--- config.mk ---
export PLATFORM = sky130hd
export DESIGN_NAME = i2c_mem_master
export DESIGN_NICKNAME = d
export VERILOG_FILES = /design/src/rtl/i2c_mem_master.sv
export SDC_FILE = /design/constraint.sdc
export NUM_CORES = 1
export LEC_CHECK = 0
export CORE_MARGIN = 2
export CORE_UTILIZATION = 35
export DETAILED_ROUTE_END_ITERATION = 12
export GPL_TIMING_DRIVEN = 0
export PLACE_DENSITY = 0.68
export REMOVE_ABC_BUFFERS = 1
export SETUP_SLACK_MARGIN = 0.4
export SLEW_MARGIN = 25
export SYNTH_ARGS = -nofsm -noshare
export SYNTH_HDL_FRONTEND = slang
export SYNTH_SLANG_ARGS = --single-unit
--- constraint.sdc ---
create_clock -name clk -period 2.6 [get_ports clk]
set_input_delay 0.26 -clock clk [delete_from_list [all_inputs] [get_ports clk]]
set_output_delay 0.26 -clock clk [all_outputs]
set_load 0.01 [all_outputs]
--- src/rtl/i2c_mem_master.sv ---
// Bit-level serial master for memorycontroller: turns one request into a
// START / address / R/W / ACK / data / ACK / STOP frame and returns one response.
module i2c_mem_master #(
    parameter int ADDR_WIDTH  = 7,
    parameter int DATA_WIDTH  = 8,
    parameter int GAP_CYCLES  = 2,
    parameter int TAIL_CYCLES = 2
) (
    input  logic                  clk,
    input  logic                  reset,
    input  logic                  req_valid,
    output logic                  req_ready,
    input  logic [ADDR_WIDTH-1:0] req_addr,
    input  logic [DATA_WIDTH-1:0] req_data,
    input  logic                  req_write,
    output logic                  rsp_valid,
    input  logic                  rsp_ready,
    output logic [DATA_WIDTH-1:0] rsp_data,
    output logic                  rsp_err,
    output logic                  scl,
    output logic                  sda_out,
    output logic                  slv_reset_n,
    input  logic                  slv_ack_n,
    input  logic [DATA_WIDTH-1:0] slv_data_out
);

    localparam int MAX_W    = (ADDR_WIDTH > DATA_WIDTH) ? ADDR_WIDTH : DATA_WIDTH;
    localparam int CNT_W    = (MAX_W > 1) ? $clog2(MAX_W) : 1;
    localparam int MAX_WAIT = (GAP_CYCLES > TAIL_CYCLES) ? GAP_CYCLES : TAIL_CYCLES;
    localparam int WAIT_W   = (MAX_WAIT > 1) ? $clog2(MAX_WAIT) : 1;

    localparam logic [CNT_W-1:0]  ADDR_LAST = CNT_W'(ADDR_WIDTH - 1);
    localparam logic [CNT_W-1:0]  DATA_LAST = CNT_W'(DATA_WIDTH - 1);
    localparam logic [WAIT_W-1:0] GAP_LAST  = WAIT_W'(GAP_CYCLES - 1);
    localparam logic [WAIT_W-1:0] TAIL_LAST = WAIT_W'(TAIL_CYCLES - 1);

    typedef enum logic [3:0] {
        IDLE,
        SRST,
        SETUP,
        START,
        ADDR,
        RW,
        ACK1,
        GAP,
        DATA,
        ACK2,
        STOP0,
        STOP1,
        TAIL,
        RESP
    } state_t;

    state_t                state;
    logic [ADDR_WIDTH-1:0] addr_q;
    logic [DATA_WIDTH-1:0] data_q;
    logic                  write_q;
    logic [CNT_W-1:0]      bit_cnt;
    logic [WAIT_W-1:0]     wait_cnt;

    // Outputs are assigned for the state being entered, so each bus value
    // appears in the cycle that state occupies. Address and data registers
    // shift right so the next bit to send is always at position 0.
    always_ff @(posedge clk) begin
        if (reset) begin
            state       <= IDLE;
            req_ready   <= 1'b0;
            rsp_valid   <= 1'b0;
            rsp_data    <= '0;
            rsp_err     <= 1'b0;
            scl         <= 1'b1;
            sda_out     <= 1'b1;
            slv_reset_n <= 1'b0;
            addr_q      <= '0;
            data_q      <= '0;
            write_q     <= 1'b0;
            bit_cnt     <= '0;
            wait_cnt    <= '0;
        end else begin
            scl         <= 1'b1;
            sda_out     <= 1'b1;
            slv_reset_n <= 1'b1;
            req_ready   <= 1'b0;
            case (state)
                IDLE: begin
                    if (req_valid && req_ready) begin
                        addr_q      <= req_addr;
                        data_q      <= req_data;
                        write_q     <= req_write;
                        rsp_data    <= '0;
                        rsp_err     <= 1'b0;
                        slv_reset_n <= 1'b0;
                        state       <= SRST;
                    end else begin
                        req_ready <= 1'b1;
                    end
                end
                SRST: begin
                    state <= SETUP;
                end
                SETUP: begin
                    sda_out <= 1'b0;
                    state   <= START;
                end
                START: begin
                    sda_out <= addr_q[0];
                    addr_q  <= addr_q >> 1;
                    bit_cnt <= '0;
                    state   <= ADDR;
                end
                ADDR: begin
                    if (bit_cnt == ADDR_LAST) begin
                        sda_out <= write_q;
                        state   <= RW;
                    end else begin
                        sda_out <= addr_q[0];
                        addr_q  <= addr_q >> 1;
                        bit_cnt <= bit_cnt + CNT_W'(1);
                    end
                end
                RW: begin
                    state <= ACK1;
                end
                ACK1: begin
                    if (slv_ack_n) begin
                        rsp_err <= 1'b1;
                        sda_out <= 1'b0;
                        state   <= STOP0;
                    end else if (write_q) begin
                        wait_cnt <= '0;
                        state    <= GAP;
                    end else begin
                        sda_out <= 1'b0;
                        state   <= STOP0;
                    end
                end
                GAP: begin
                    if (wait_cnt == GAP_LAST) begin
                        sda_out <= data_q[0];
                        data_q  <= data_q >> 1;
                        bit_cnt <= '0;
                        state   <= DATA;
                    end else begin
                        wait_cnt <= wait_cnt + WAIT_W'(1);
                    end
                end
                DATA: begin
                    if (bit_cnt == DATA_LAST) begin
                        state <= ACK2;
                    end else begin
                        sda_out <= data_q[0];
                        data_q  <= data_q >> 1;
                        bit_cnt <= bit_cnt + CNT_W'(1);
                    end
                end
                ACK2: begin
                    if (slv_ack_n) begin
                        rsp_err <= 1'b1;
                    end
                    sda_out <= 1'b0;
                    state   <= STOP0;
                end
                STOP0: begin
                    state <= STOP1;
                end
                STOP1: begin
                    wait_cnt <= '0;
                    state    <= TAIL;
                end
                // Read data is only trusted once the slave has settled after STOP.
                TAIL: begin
                    if (wait_cnt == TAIL_LAST) begin
                        rsp_valid <= 1'b1;
                        if (!write_q && !rsp_err) begin
                            rsp_data <= slv_data_out;
                        end
                        state <= RESP;
                    end else begin
                        wait_cnt <= wait_cnt + WAIT_W'(1);
                    end
                end
                RESP: begin
                    if (rsp_ready) begin
                        rsp_valid <= 1'b0;
                        req_ready <= 1'b1;
                        state     <= IDLE;
                    end
                end
                default: begin
                    state <= IDLE;
                end
            endcase
        end
    end

endmodule

# Word-level counts from Yosys, hierarchy flattened
# Cells that the tools add are included.
# op_classes
muxes	44
addsub	2
n_eq_ne	27
reduce_logical	24
# op_table
cell	n
$pmux W4 S14	1
$mux W8	6
$mux W4	8
$eq A4 B4 Y1 const B	6
$pmux W8 S3	1
$ne A2 B2 Y1 const B	11
$pmux W7 S3	1
$eq A4 B3 Y1 const B	4
$pmux W8 S2	1
$mux W1	15
$mux W7	2
$pmux W3 S4	1
$reduce_and A3 Y1	4
$reduce_and A4 Y1	3
$mux W3	3
$reduce_bool A3 Y1	3
$eq A4 B2 Y1 const B	2
$eq A3 B3 Y1 const B	2
$pmux W1 S2	3
$pmux W1 S6	1
$reduce_and A6 Y1	1
$reduce_bool A2 Y1	3
$reduce_or A2 Y1	3
$eq A4 B1 Y1 const B	1
9 further kinds	11
# word_totals
inputBits	29
regBits	37

# Logic depth before layout (Yosys ltp)
# depth
ltp_word	5
ltp_mapped	7
ltp_nobuf	6

# Worst setup path before layout
# No wires, ideal clock.
# synth_timing
path_kind	flip-flop to flip-flop
startpoint	register state[1]
endpoint	register data_q[0]
arrival_time_ns	1.881
stages_incl_launch_ff	7
synth_period_minus_slack_ns	1.970
setup_time_ns	0.088
setup_slack_ns	0.630
path_cell_list	dfxtp_1 > buf_6 > or3_1 > a222oi_1 > buf_6 > a21oi_2 > a311oi_2
# synth_between
elab_chain_len	3
elab_cells_between_ends	9
classes_between	eq/ne: 5; mux: 1; reduce/logical: 3
# synth_rtl
element	line	text
start, declared	54	state_t state;
start signal, assigned	66	state <= IDLE;
start signal, assigned	93	state <= SRST;
start signal, assigned	99	state <= SETUP;
$eq A4 B4 Y1, or another cell as far along	84	case (state)
$ne A2 B2 Y1 (no line) or $reduce_bool A3 Y1 (tied branches)	--	
$reduce_and A4 Y1 (no line)	--	
end signal, assigned	88	data_q <= req_data;
end signal, assigned	140	data_q <= data_q >> 1;
end signal, assigned	152	data_q <= data_q >> 1;
end, declared	56	logic [DATA_WIDTH-1:0] data_q;
# Parallel ways exist; a longest one is shown, timed or not.
# A chain may end at the register's enable or synchronous reset.

# Worst setup path after layout
# layout_timing
startpoint	register state[2]
endpoint	register data_q[4]
# Same word-level chain as after synthesis.

==> run metrics <==
WP data required=2.80 ns; Pleak=around 0.96 nW; RSZ-0062 raised after global routing=false; DR pass1 iterations=4; Critical Path Source=state[2]; M1 GR Usage=between 10% and 20%; total CTS buffers=5; commonest cells after routing, fill and taps aside=40 x clkdlybuf4s50_1, 33 x dfxtp_1, 30 x a21oi_1; Syn Inst Count=around 250; cell taking the most area after synthesis=dfxtp_1; Post-DP HPWL=around 3.2 mm; top cell family by delay on the critical path=compound AO/OA/AOI/OAI gates; Routed Antenna Nets=0; CP Capture Type=flop; worst r2r src=state[2]; most used cell, CP=buf_2; die span in x=approximately 81 um; clk_lat worst skew=about 0.29 ns; slowest CP cell=dfxtp_4; FILL cells=approximately 570; Sequential Power Share=38.6%; Initial Util=a little under two fifths; area growth from synthesis to layout=27.54%; Die Footprint=approximately 6500 um2; CTS sink cnt=37; Via-to-Cell Ratio=between 5 and 6; EDFF count, synth=0; Die Span Y=between 80 and 90 um; first-pass GRT wire length=7.935 mm; post-DR wirelength/cell=13.55 um; Setup violations, final=0; worst r2r path cells=6; vias in the first global route=approximately 1700; Site Rows=27; fin. max-slew vios=0; met3 GRT Util=between 3 and 4%; Power Internal=0.001408 W; NumNets Final=311; most common cell after layout, fill and taps aside=clkdlybuf4s50_1; crit path max fanout=22; post-layout min period=slightly above 2 ns; crit path buf inv count=2; PD cells=slightly below 900 nW/um2; Core Area=between 5000 and 6000 um2; I/O pin count=43; total global-route track usage=~16%; Final period util=just under 80%; met2 Track Usage GR=around a quarter; CTS tree=done; post-synthesis sequential area ratio=~36%; critical path's largest stage delay=between 0.4 and 0.5 ns; GP Congestion=0.8121; largest net degree at the start of global routing=39; Clk pwr share=16.9%; cell depth of the worst setup path=6; proportion of layout cells with a drive suffix above 1=approximately 14%; placed cell count=340; maxcap violations=0; H-Tree Depth=2; Yosys reg bits=37; end of the worst register-to-register path=data_q[4]; final wirelength=around 4.8 mm; initial antenna violation count=0; post-route insts no fill=352; 1st-iter DRT viols=103; Net Switching=around 0.00094 W; GR peak layer=met2; Setup Skew=0.004096 ns; PortBufs=a little over 40; Clock Path Buffers=2; synth top area cells=dfxtp_1 36%, mux2i_1 7.8%, a21oi_1 7.5%; Slew headroom=between 40% and 50%; GRT overflow=0; Netlist cell types=roughly 50; R2R Setup Slk=~0.57 ns; VDD IR max=approximately 440 uV; Synth async-reset ratio=0%; Root Driver=clkbuf_8; switch share=around 40%; CP endpoint=data_q[4]; clk slew on worst S/H paths=about 0.070 ns; Synth top area share=between 30% and 40%; area of the mapped netlist=2058 um2; syn_area_per_cell=~8.4 um2; CP arrival=roughly 2.2 ns; Slew @ Worst Pin=roughly 0.76 ns; top_reg_cell synth=dfxtp_1; Critical Path Start Type=flop; Crit Path Category=reg -> reg; Fmax achieved=approximately 0.49 GHz; min-delay worst type=reg -> reg; DRC errors left=0; status=finished clean; final hold violation count=0; worst path cell trace=or3_1 > a222oi_1 > buf_2 > buf_2 > a21oi_1 > a311oi_1; via count=about 1900; final setup TNS=0 ns; logic gate share of total power=44.5%; Power, Total=0.002344 W; ANT cells=0; Synth warnings=0
power by group through the flow:
| stage | combinational [W] | clock, W | sequential, W |
|---|---|---|---|
| final | 0.00104 | 0.000396 | 0.000905 |
| after global routing | 0.00116 | 0.000434 | 0.000933 |
| after CTS | 0.000978 | 0.000408 | 0.000892 |
| after detailed placement | 0.000955 | 0 | 0.000895 |
| after global placement | 0.000911 | 0 | 0.000890 |
| after floorplan | 0.000701 | 0 | 0.000853 |
flip-flops by register name (all words and copies together) (netlist names):
name and cells:
sda_out 1, slv_reset_n 1, req_ready 1, rsp_err 1
rsp_data 8, addr_q 7, write_q 1, rsp_valid 1
bit_cnt 3, state 4, wait_cnt 1, data_q 8
routing by layer:
metal / share of wire, % / vias to the layer above
met5: 0 / -
met4: 1.0 / 0
met3: 4.5 / 5
met2: 48 / 39
met1: 47 / 872
li1: - / 973
repair_timing:
item | in CTS | in global routing
endpoints found under the setup margin | 25 | 14
pin swaps | 1 | 2
gates resized for setup | 6 | 8
setup buffers | 1 | 3
hold buffers | 0 | 0
cell families after synthesis:
logic type	Yosys count	share of synthesized area, %
buffers and inverters	27	6.078
flip-flops	37	35.99
XOR/XNOR	2	0.8512
AO/OA/AOI/OAI	82	26.32
AND/OR/NAND/NOR	75	19.88
adder cells (fa/ha/maj)	3	1.824
other	1	0.1822
multiplexers	18	8.875
worst min path at each step:
| stage | from | endpoint | cells after the start |
|---|---|---|---|
| 2_1_floorplan | reset | data_q[0] | 1 |
| 3_3_place_gp | rsp_data[6] | rsp_data[6] | 2 |
| 3_5_place_dp | rsp_valid | rsp_valid | 2 |
| 4_1_cts | rsp_valid | rsp_valid | 2 |
| 5_1_grt | rsp_data[5] | rsp_data[5] | 2 |
| 6_report | rsp_data[0] | rsp_data[0] | 2 |
cell usage after synthesis (all sizes together) (2+ instances only):
cell type,number
a211oi,2
a21bo,2
a21oi,33
a22oi,4
a311oi,13
a31o,2
and2,3
and3b,2
buf,6
clkbuf,15
dfxtp,37
ha,3
inv,6
mux2,2
mux2i,16
nand2,22
nand2b,3
nand3,2
nand3b,3
nand4,2
nand4b,2
nor2,11
nor2b,7
nor3,7
nor4bb,2
o21ai,16
o22ai,2
or3,2
or3b,2
final cells by class:
type / count / area (um2) / share of cell area, %
clock buffers: 6 / 72.57 / 2.765
clock inverters: 2 / 10.01 / 0.3813
inverters: 6 / 22.52 / 0.8580
multi-input cells: 181 / 1226 / 46.71
flip-flops and latches: 37 / 753.2 / 28.69
well taps: 72 / 90.09 / 3.432
repair buffers: 48 / 450.4 / 17.16
worst register-to-register path: stages, from the launching register on:
cell	delay [ns]
dfxtp_4	0.43
or3_1	0.42
a222oi_1	0.38
buf_2	0.21
buf_2	0.16
a21oi_1	0.08
a311oi_1	0.25
through the flow:
| step | setup slack [ns] | area (um2) | hold slack [ns] | util [%] |
|---|---|---|---|---|
| floorplan | -0.1170 | 1956 | 0.3279 | - |
| global placement | -0.7885 | 2456 | 0.4587 | 43.80 |
| detailed placement | -0.1375 | 2465 | 0.4714 | 43.95 |
| CTS | 0.4443 | 2572 | 0.4830 | 45.87 |
| global route | 0.3894 | 2625 | 0.5077 | 46.81 |
| finish | 0.5711 | 2625 | 0.4790 | 46.81 |
(Power assumes the default switching activity.)
